File: config.mk
export PLATFORM = sky130hd
export DESIGN_NAME = pc_sequencer
export DESIGN_NICKNAME = d
export VERILOG_FILES = /design/src/rtl/pc_sequencer.sv
export SDC_FILE = /design/constraint.sdc
export NUM_CORES = 1
export LEC_CHECK = 0
export BUFFER_PORTS_ARGS = -buffer_cell sky130_fd_sc_hd__buf_2
export CAP_MARGIN = 20
export CORE_MARGIN = 4
export CORE_UTILIZATION = 60
export DETAILED_ROUTE_END_ITERATION = 7
export GPL_TIMING_DRIVEN = 0
export PLACE_DENSITY = 0.81
export SLEW_MARGIN = 20
export SYNTH_ARGS = -nofsm -noshare
export SYNTH_HDL_FRONTEND = slang
export SYNTH_SLANG_ARGS = --single-unit
export TNS_END_PERCENT = 5
File: constraint.sdc
create_clock -name clock -period 13.65 [get_ports clock]
set_clock_uncertainty 0.1 [all_clocks]
set_input_delay 0 -clock clock [delete_from_list [all_inputs] [get_ports clock]]
set_output_delay 0 -clock clock [all_outputs]
set_load 0.02 [all_outputs]
File: src/rtl/pc_sequencer.sv
// Program-counter sequencer: branch/jump/call/ret selection, hardware return stack,
// stall, halt/resume and sticky stack-fault detection.
module pc_sequencer #(
    parameter int                   ADDR_W      = 16,
    parameter int                   IMM_W       = 16,
    parameter int                   STACK_DEPTH = 8,
    parameter logic [ADDR_W-1:0]    RESET_ADDR  = '0,
    localparam int                  LVL_W       = $clog2(STACK_DEPTH + 1)
) (
    input  logic              clock,
    input  logic              reset,
    input  logic              advance,
    input  logic              hlt,
    input  logic              resume,
    input  logic              branch_taken,
    input  logic [IMM_W-1:0]  branch_offset,
    input  logic              jump,
    input  logic              call,
    input  logic              ret,
    input  logic [ADDR_W-1:0] jump_target,
    output logic [ADDR_W-1:0] pc,
    output logic [ADDR_W-1:0] pc_plus1,
    output logic              halted,
    output logic              fault,
    output logic [LVL_W-1:0]  stack_level,
    output logic              stack_overflow,
    output logic              stack_underflow,
    output logic              redirect
);
    typedef enum logic [1:0] {RUN, HALTED, FAULT} state_t;

    localparam int EXT_W = (IMM_W > ADDR_W) ? IMM_W : ADDR_W;

    state_t                               state_q, state_d;
    logic [ADDR_W-1:0]                    pc_d;
    logic [LVL_W-1:0]                     level_d;
    logic                                 ovf_d, unf_d, redir_d, push, pop;
    logic [EXT_W-1:0]                     off_ext;
    logic [ADDR_W-1:0]                    branch_tgt;
    logic [STACK_DEPTH-1:0][ADDR_W-1:0]   stk, stk_push, stk_pop;

    assign pc_plus1   = pc + ADDR_W'(1);
    assign off_ext    = EXT_W'($signed(branch_offset));
    assign branch_tgt = pc_plus1 + off_ext[ADDR_W-1:0];
    assign halted     = (state_q == HALTED);
    assign fault      = (state_q == FAULT);

    // Shift-register stack: entry 0 is always the top, so no level-indexed reads are needed.
    for (genvar i = 0; i < STACK_DEPTH; i++) begin : g_stk
        if (i == 0) begin : g_top
            assign stk_push[i] = pc_plus1;
        end else begin : g_mid
            assign stk_push[i] = stk[i-1];
        end
        if (i == STACK_DEPTH - 1) begin : g_bot
            assign stk_pop[i] = stk[i];
        end else begin : g_up
            assign stk_pop[i] = stk[i+1];
        end
    end

    always_comb begin
        state_d = state_q;
        pc_d    = pc;
        level_d = stack_level;
        ovf_d   = stack_overflow;
        unf_d   = stack_underflow;
        redir_d = 1'b0;
        push    = 1'b0;
        pop     = 1'b0;
        case (state_q)
            RUN: begin
                if (hlt) begin
                    state_d = HALTED;
                end else if (ret) begin
                    if (stack_level != '0) begin
                        pc_d    = stk[0];
                        level_d = stack_level - LVL_W'(1);
                        pop     = 1'b1;
                        redir_d = 1'b1;
                    end else begin
                        unf_d   = 1'b1;
                        state_d = FAULT;
                    end
                end else if (call) begin
                    if (stack_level < LVL_W'(STACK_DEPTH)) begin
                        pc_d    = jump_target;
                        level_d = stack_level + LVL_W'(1);
                        push    = 1'b1;
                        redir_d = 1'b1;
                    end else begin
                        ovf_d   = 1'b1;
                        state_d = FAULT;
                    end
                end else if (jump) begin
                    pc_d    = jump_target;
                    redir_d = 1'b1;
                end else if (branch_taken) begin
                    pc_d    = branch_tgt;
                    redir_d = 1'b1;
                end else begin
                    pc_d = pc_plus1;
                end
            end
            HALTED: begin
                // resume wins over a simultaneous hlt
                if (resume) begin
                    pc_d    = pc_plus1;
                    state_d = RUN;
                end
            end
            default: ;
        endcase
    end

    always_ff @(posedge clock or posedge reset) begin
        if (reset) begin
            state_q         <= RUN;
            pc              <= RESET_ADDR;
            stack_level     <= '0;
            stack_overflow  <= 1'b0;
            stack_underflow <= 1'b0;
            redirect        <= 1'b0;
        end else if (advance) begin
            state_q         <= state_d;
            pc              <= pc_d;
            stack_level     <= level_d;
            stack_overflow  <= ovf_d;
            stack_underflow <= unf_d;
            redirect        <= redir_d;
        end else begin
            redirect        <= 1'b0;
        end
    end

    // Stack contents are don't-care after reset; only stack_level qualifies them.
    always_ff @(posedge clock) begin
        if (advance && push)
            stk <= stk_push;
        else if (advance && pop)
            stk <= stk_pop;
    end
endmodule

==> results.yml, run 1 <==
placement:
  place_ws_ps: 10260
  routabilityCongestion: 0.953
  dp_hpwl_mm: 15.1
  port_buffers: 81
synthesis:
  synthTopCellsByArea: "edfxtp_1 (47%), nand2_1 (16%), dfrtp_1 (7.6%)"
  synthFlopType: "edfxtp_1"
  synthArstFlopShare_pct: 16.3
  synthSimpleGateAreaFrac_pct: 23.6
  ys_types: 64
  synthTopCellsByCount: "nand2_1 (354), edfxtp_1 (128), a21oi_1 (40), o21ai_0 (40), nor2_1 (33)"
  synth_compound_area_share_pct: 10.9
  yosys-mux-area-fraction_pct: 0.502
  synth_xor_area_share_pct: 3.20
  avgSynthCellArea_sq_um: 9.41
  synth.most_common_cell: "nand2_1"
  synth_edf_count: 128
  yosysTopAreaCell: "edfxtp_1"
  synthAdderAreaFrac_pct: 4.14
  ys_seq_area_share_pct: 54.4
  synth_top_family_by_area: "simple AND/OR/NAND/NOR gates"
  yosys_warnings: 0
  syn-cell-area_sq_um: 8220
  ys_ff_latch: 153
  synth_nets: 941
  yosysTopAreaCellShare_pct: 46.8
  synthCells: 874
sta:
  post-route-min-period_ps: 3780
  tightest_slew_ps: 762
  setup_slack_ps: 9870
  slew_headroom_pct: 49.0
  slew_viol_final: 0
  fmax_mhz: 265
  finalSetupViolations: 0
  finalHoldViolations: 0
  rsz0062_at_grt: "false"
  period_share_pct: 27.7
  final.setup.tns_ps: 0
clock_network:
  insertion_delay_ps: 420
  clkTransAtPathRegs_ps: 60
  ctsResizeCount: 0
  post-cts-setup-buffers: 0
  root_buffer: "clkbuf_16"
  clock-sinks: 153
  clockBufferDepth: 2
  cts-buffers-inserted: 17
  h-tree-depth: 4
  cts_tree: "yes"
global_route:
  grt_pass1_vias: 6542
  grt_first_pass_wirelength_mm: 33.4
  grt_max_degree: 27
  grt.total_usage_pct: 26.7
  overflow: 0
  antenna_found_initial: 0
worst_setup_path:
  cp-start-kind: "register"
  worstSetupEndpointType: "register"
  path_max_fanout: 8
  critPathKind: "reg -> reg"
  worstPathRequired_ps: 13900
  arrival_ps: 4030
power:
  p_sw_mw: 0.639
  power_frac_seq_pct: 34.9
  clockPowerShare_pct: 27.9
  internal_power_mw: 1.10
  p_sw_share_pct: 36.7
  comb_power_share_pct: 37.2
  power_density_nw_per_um2: 178
  power.leakage_nw: 4.21
  peakVddDrop_v: 0.000133
drt:
  first_pass_iters: 6
  drc_errors: 0
  antenna_left: 0
  first_iter_violations: 586
  drt-total-wl_mm: 20.7
  wl_per_cell_um: 17.5
  vias_per_cell: 5.69
  vias: 6753
die:
  floorplan.initialDensity_pct: 61.6
  die-area_sq_um: 15600
  dieWidth_um: 125
  placement_rows: 42
  num_io_pins: 82
  dieHeight_um: 125
  core_sq_um: 13300
finish:
  drive_gt1_share_pct: 14.4
  final_util_pct: 73.4
  nFillCells: 978
  fin_nets: 1065
  insertedDiodeCount: 0
  area_growth_pct: 19.1
status:
  status: "completed"
worst_hold_path:
  hold_path.class: "in -> reg"
flow_run:
  maxCapViolCount: 0
path summary, 6_finish.rpt:
path | from | endpoint | slack, ps | cells after the start
setup / recovery | pc[0] | pc[9] | 9870 | 12
hold / removal | jump_target[2] | pc[2] | 30 | 5
setup reg to reg | pc[0] | pc[9] | 9870 | 12
hold reg to reg | stack_overflow | stack_overflow | 370 | 1
max in group asynchronous | reset | pc[10] | 12570 | 5
min in group asynchronous | reset | state_q[0] | 490 | 4
power by group through the flow:
stage               combinational (mW)  sequential [mW]  clock, mW
floorplan                        0.403            0.643          0
global placement                 0.601            0.620          0
detailed placement               0.618            0.613          0
CTS                              0.635            0.603      0.488
global route                     0.702            0.613      0.509
finish                           0.647            0.606      0.485
per-layer routing:
layer	vias up	global-route usage [%]	share of wire (%)
li1	3261	-	-
met1	3132	34.5	41
met2	306	44.0	48
met3	54	4.86	7.0
met4	0	12.4	3.4
met5	-	0	0
logic make-up after synthesis:
family          after synthesis
compound gates              135
xor+xnor                     30
fa+ha+maj                    26
buf+inv                      64
flops                       153
mux                           4
simple gates                462
placed cells by master (no fill, tap or decap), types with 5 or more instances in the layout:
cell type      Yosys  final
nand2b_1           5      5
xor2_1            12     12
xnor2_1           18     18
a31oi_1            5      5
nand4_1            7      7
nor3_1             6      6
nor2_1            33     33
nand2_1          354    354
a21oi_1           40     40
inv_1             18     17
nand3_1           15     15
a211oi_1           7      7
dlygate4sd3_1      0     19
and4_1             5      5
clkbuf_16          0     17
buf_2             11     92
and2_1            19     19
o21ai_0           40     39
edfxtp_1         128    128
clkbuf_1          28     28
dfrtp_1           25     25
buf_16             0      5
and3_1             5      5
ha_1              24     24
final cells by class:
class                      instances  area (sq um)  share of cell area [%]
tap                              176           220                    2.25
inverter                          19          71.3                   0.728
timing repair buffer             105           733                    7.49
clock inverter                    13           175                    1.79
clock buffer                      18           429                    4.38
buffer                            45           205                    2.10
multi-input combinational        657          3490                    35.6
sequential                       153          4470                    45.6
registers in the layout, summed over array words and instances (netlist names):
register         cells
stk                128
pc                  16
stack_overflow       1
state_q              2
redirect             1
stack_level          4
stack_underflow      1
timing repair:
| action | in CTS | in global routing |
|---|---|---|
| endpoints found under the setup margin | 0 | 0 |
| hold buffers | 18 | 1 |
| hold endpoints to repair | 38 | 6 |
worst max-delay path, cell delays in order, from the launching register on:
cell and delay, ps:
dfrtp_1 550, ha_1 390, nand3_1 140, xor2_1 250
inv_1 120, ha_1 380, o211ai_1 130, o21ai_0 370
a21o_1 230, xor2_1 190, nand3_1 120, a31oi_1 180
dlygate4sd3_1 560
through the flow:
stage	hold WS, ps	instance area [sq um]	total power [mW]	std cells
5_1_grt	69.7	9790	1.82	1186
3_5_place_dp	121	8970	1.23	1135
4_1_cts	10.7	9750	1.73	1184
2_1_floorplan	-72.7	8220	1.05	874
3_3_place_gp	120	8850	1.22	1131
6_report	26.5	9790	1.74	1186
Note: power is estimated with default switching activity, not from simulation.
==> run 2: changes to the inputs <==
clock period = 3.8 ns   (was 13.65 ns; I/O delays follow)
==> results.yml, run 2 (synthesis results as in run 1) <==
worst_setup_path:
  cp-start-kind: "register"
  worstPathRequired_ps: 4070
  path_max_fanout: 7
  r2r-start: "pc[2]"
  reg2reg_depth: 13
  critPathKind: "reg -> reg"
  ff2ff_setup_slack_ps: 170
  worstSetupEndpointType: "register"
  arrival_ps: 3890
  timing.rr.end: "pc[9]"
power:
  internal_power_mw: 3.83
  p_sw_share_pct: 37.5
  clockPowerShare_pct: 25.9
  comb_power_share_pct: 38.4
  power_frac_seq_pct: 35.7
  peakVddDrop_v: 0.000320
  power.leakage_nw: 4.20
  p_total_mw: 6.13
  p_sw_mw: 2.30
  power_density_nw_per_um2: 628
die:
  die-area_sq_um: 15600
  core_sq_um: 13300
  dieHeight_um: 125
  placement_rows: 42
  floorplan.initialDensity_pct: 61.6
  dieWidth_um: 125
  num_io_pins: 82
global_route:
  grt_max_degree: 27
  grt.total_usage_pct: 26.7
  grt_first_pass_wirelength_mm: 33.4
  antenna_found_initial: 0
  overflow: 0
  grt_pass1_vias: 6632
sta:
  period_share_pct: 95.4
  tightest_slew_ps: 733
  finalHoldViolations: 0
  setup_slack_ps: 175
  finalSetupViolations: 0
  hold-worst-slack_ps: 35.1
  final.setup.tns_ps: 0
  slew_viol_final: 0
  post-route-min-period_ps: 3630
  fmax_mhz: 276
  rsz0062_at_grt: "false"
  slew_headroom_pct: 50.8
finish:
  fin_nets: 1066
  final_util_pct: 73.1
  design_area_sq_um: 9760
  regMostFlops: "stk"
  drive_gt1_share_pct: 14.7
  final_cell_mix: "nand2_1 (354), edfxtp_1 (128), buf_2 (92)"
  final_cells: 1187
  nFillCells: 974
  largestRegisters: "stk: 128 flops, pc: 16 flops, stack_level: 4 flops"
  insertedDiodeCount: 0
  largest_reg_flops: 128
  final_common_cell: "nand2_1"
  area_growth_pct: 18.8
clock_network:
  clockBufferDepth: 2
  h-tree-depth: 4
  insertion_delay_ps: 430
  cts_tree: "yes"
  root_buffer: "clkbuf_16"
  cts-buffers-inserted: 17
  clock-sinks: 153
  clkTransAtPathRegs_ps: 60
drt:
  first_iter_violations: 675
  topRoutingLayerUsed: "met4"
  antenna_left: 0
  wl_met1_mm: 8.55
  met2WireLength_mm: 9.84
  met3WireLength_mm: 1.43
  wl_per_cell_um: 17.4
  drt-total-wl_mm: 20.7
  drc_errors: 0
  vias_per_cell: 5.70
  first_pass_iters: 5
  vias: 6764
placement:
  routabilityCongestion: 0.956
  place_ws_ps: 360
  dp.cells: 1136
  post_dp_cell_area_sq_um: 9000
  port_buffers: 81
  dp_hpwl_mm: 15.4
worst_hold_path:
  whs_path_depth: 4
  hold_path.class: "in -> reg"
  worstHoldStart: "ret"
  hold-path-endpoint: "stack_level[2]"
flow_run:
  maxCapViolCount: 0
status:
  status: "completed"
==> run 2: layout make-up <==
cell class                      count  area [sq um]  area share, %
Inverter                           19          71.3          0.731
Tap cell                          176           220           2.26
Buffer                             45           205           2.10
Clock buffer                       21           440           4.51
Multi-Input combinational cell    657          3510           36.0
Timing Repair Buffer              106           741           7.59
Clock inverter                     10           104           1.06
Sequential cell                   153          4470           45.8
==> run 2: what timing repair did <==
action                                 4_1_cts  5_1_grt
setup endpoints to repair                    0        3
setup buffers                                0        1
hold buffers                                19        0
endpoints found under the hold margin       39        0
resized for setup                            0        7
==> run 2: critical path: stages, from the launching register on <==
cell and delay (ps):
dfrtp_1 340, clkbuf_2 180, and4_2 340, nand4_1 130, xor2_1 370, inv_1 120, ha_1 360, a21oi_1 250
o21ai_0 130, a21o_1 220, xor2_1 170, nand3_1 110, a31oi_1 190, dlygate4sd3_1 560
==> run 2: power groups by stage <==
stage | Clock, mW | Combinational, mW | Sequential [mW]
3_5_place_dp | 0 | 2.22 | 2.21
5_1_grt | 1.68 | 2.54 | 2.21
3_3_place_gp | 0 | 2.17 | 2.21
6_report | 1.59 | 2.35 | 2.19
4_1_cts | 1.60 | 2.28 | 2.17
2_1_floorplan | 0 | 1.45 | 2.29
==> run 2: per-layer routing <==
layer / up-vias / GRT usage (%)
li1: 3258 / -
met1: 3136 / 33.6
met2: 299 / 43.6
met3: 71 / 6.40
met4: 0 / 13.2
met5: - / 0
==> run 2: how the worst max path moves through the flow <==
stage,from,slack (ps),to,depth (start not counted)
6_report,pc[2],170,pc[9],13
5_1_grt,pc[2],30,pc[9],13
3_3_place_gp,ret,-390,stk[100],5
4_1_cts,pc[0],110,pc[9],12
3_5_place_dp,pc[2],360,pc[10],13
2_1_floorplan,state_q[0],410,stk[0],2
==> run 3: changes to the inputs <==
MAX_ROUTING_LAYER = met4   (was not set)
==> results.yml, run 3 (synthesis results as in run 1) <==
status:
  status: "completed"
worst_setup_path:
  crit_end: "pc[9]"
  cp-startpoint: "pc[2]"
  r2r-start: "pc[2]"
  critPathKind: "reg -> reg"
  worstSetupEndpointType: "register"
  reg2reg_depth: 13
  crit_chain: "clkbuf_2, and4_2, nand4_1, xor2_2, inv_1, ha_1, a21oi_1, o21ai_0, a21o_1, xor2_1, nand3_1, a31oi_1, dlygate4sd3_1"
  ff2ff_setup_slack_ps: 190
  timing.rr.end: "pc[9]"
  max_stage_delay_ps: 560
  worst_path_max_delay_cell: "dlygate4sd3_1"
  arrival_ps: 3870
  worstPathRequired_ps: 4060
  cp-start-kind: "register"
  path_max_fanout: 7
die:
  placement_rows: 42
  die-area_sq_um: 15600
  dieHeight_um: 125
  core_sq_um: 13300
  num_io_pins: 82
  floorplan.initialDensity_pct: 61.6
  dieWidth_um: 125
finish:
  largestRegisters: "stk: 128 flops, pc: 16 flops, stack_level: 4 flops"
  largest_reg_flops: 128
  drive_gt1_share_pct: 15.1
  final_common_cell: "nand2_1"
  final_cell_mix: "nand2_1 (354), edfxtp_1 (128), buf_2 (92)"
  area_growth_pct: 19.0
  final_util_pct: 73.3
  insertedDiodeCount: 0
  fin_nets: 1066
  design_area_sq_um: 9790
  regMostFlops: "stk"
sta:
  finalHoldViolations: 0
  fmax_mhz: 277
  tightest_slew_ps: 747
  rsz0062_at_grt: "false"
  finalSetupViolations: 0
  period_share_pct: 95.0
  slew_headroom_pct: 49.8
  slew_viol_final: 0
  post-route-min-period_ps: 3610
power:
  peakVddDrop_v: 0.000383
  power.leakage_nw: 4.21
  power_density_nw_per_um2: 628
placement:
  routabilityCongestion: 0.966
  post_dp_cell_area_sq_um: 9000
  port_buffers: 81
  dp_hpwl_mm: 15.2
clock_network:
  clock-sinks: 153
  root_buffer: "clkbuf_16"
  cts_tree: "yes"
  insertion_delay_ps: 430
  cts-buffers-inserted: 17
  clockBufferDepth: 2
  h-tree-depth: 4
  clkTransAtPathRegs_ps: 60
flow_run:
  maxCapViolCount: 0
global_route:
  antenna_found_initial: 0
  grt_first_pass_wirelength_mm: 33.3
  grt_pass1_vias: 6725
  overflow: 0
  grt_max_degree: 27
  grt.total_usage_pct: 27.3
worst_hold_path:
  hold_path.class: "in -> reg"
drt:
  wl_per_cell_um: 17.1
  first_iter_violations: 566
  first_pass_iters: 5
  vias_per_cell: 5.66
  vias: 6728
  drt-total-wl_mm: 20.3
  antenna_left: 0
  drc_errors: 0
## run 3: cell types whose count changed in the layout (fill, tap and decap cells not counted), sizes merged
cell | before | now
clkbuf | 51 | 48
clkinv | 8 | 9
clkinvlp | 0 | 2
inv | 19 | 20
## run 3: cell type report
class	instances	area (sq um)
Fill cell	964	3560
Sequential cell	153	4470
Clock buffer	18	429
Inverter	19	71.3
Clock inverter	14	131
Timing Repair Buffer	106	741
Tap cell	176	220
Buffer	45	205
Multi-Input combinational cell	657	3520
## run 3: where the power goes
group | internal (mW) | total (mW) | leakage (nW) | switching [mW]
clock network | 0.956 | 1.62 | 0.270 | 0.661
registers | 1.98 | 2.19 | 1.47 | 0.207
logic | 0.893 | 2.34 | 2.47 | 1.44
total | 3.83 | 6.14 | 4.21 | 2.31
## run 3: repair_timing
action / in CTS / in global routing
gates resized for setup: 0 / 8
buffers inserted: 0 / 1
hold endpoints to repair: 39 / 0
hold buffers: 19 / 0
setup endpoints to repair: 0 / 3
## run 3: worst min path at each step
stage               cells after the start             end   start  slack, ps
floorplan                               1           pc[0]   reset        -70
global placement                        2      state_q[0]  resume        120
global route                            5  stack_level[3]     ret         40
CTS                                     5  stack_level[3]     ret         10
finish                                  5  stack_level[3]     ret         20
detailed placement                      2      state_q[0]  resume        130
## run 3: metrics by stage
stage | hold WS (ps) | setup WS, ps | std cells | total power, mW | setup TNS (ps)
5_1_grt | 41.1 | 27.1 | 1188 | 6.47 | 0
3_5_place_dp | 131 | 348 | 1136 | 4.42 | 0
6_report | 23.2 | 188 | 1188 | 6.14 | 0
3_3_place_gp | 120 | -382 | 1131 | 4.38 | -42030
2_1_floorplan | -72.7 | 415 | 874 | 3.74 | 0
4_1_cts | 12.3 | 95.5 | 1187 | 6.08 | 0
## run 3: routing by layer
layer  routed length [um]  GRT usage, %  part of all wire, %  vias up
met2                 9520          42.8                   47      285
met4                  790          13.8                  3.9        0
met1                 8500          33.3                   42     3111
met3                 1500          6.52                  7.4       75
li1                     -             -                    -     3257
met5                    0             -                    0        -
## run 3: critical path: cells and delay by family (launching register included)
kind                       cells  cell delay (ps)
AOI/OAI and AO/OA              4              850
xor gates and xnor gates       2              440
adders and majority gates      1              360
buffers and inverters          3              840
DFF                            1              340
and+or+nand+nor                3              600
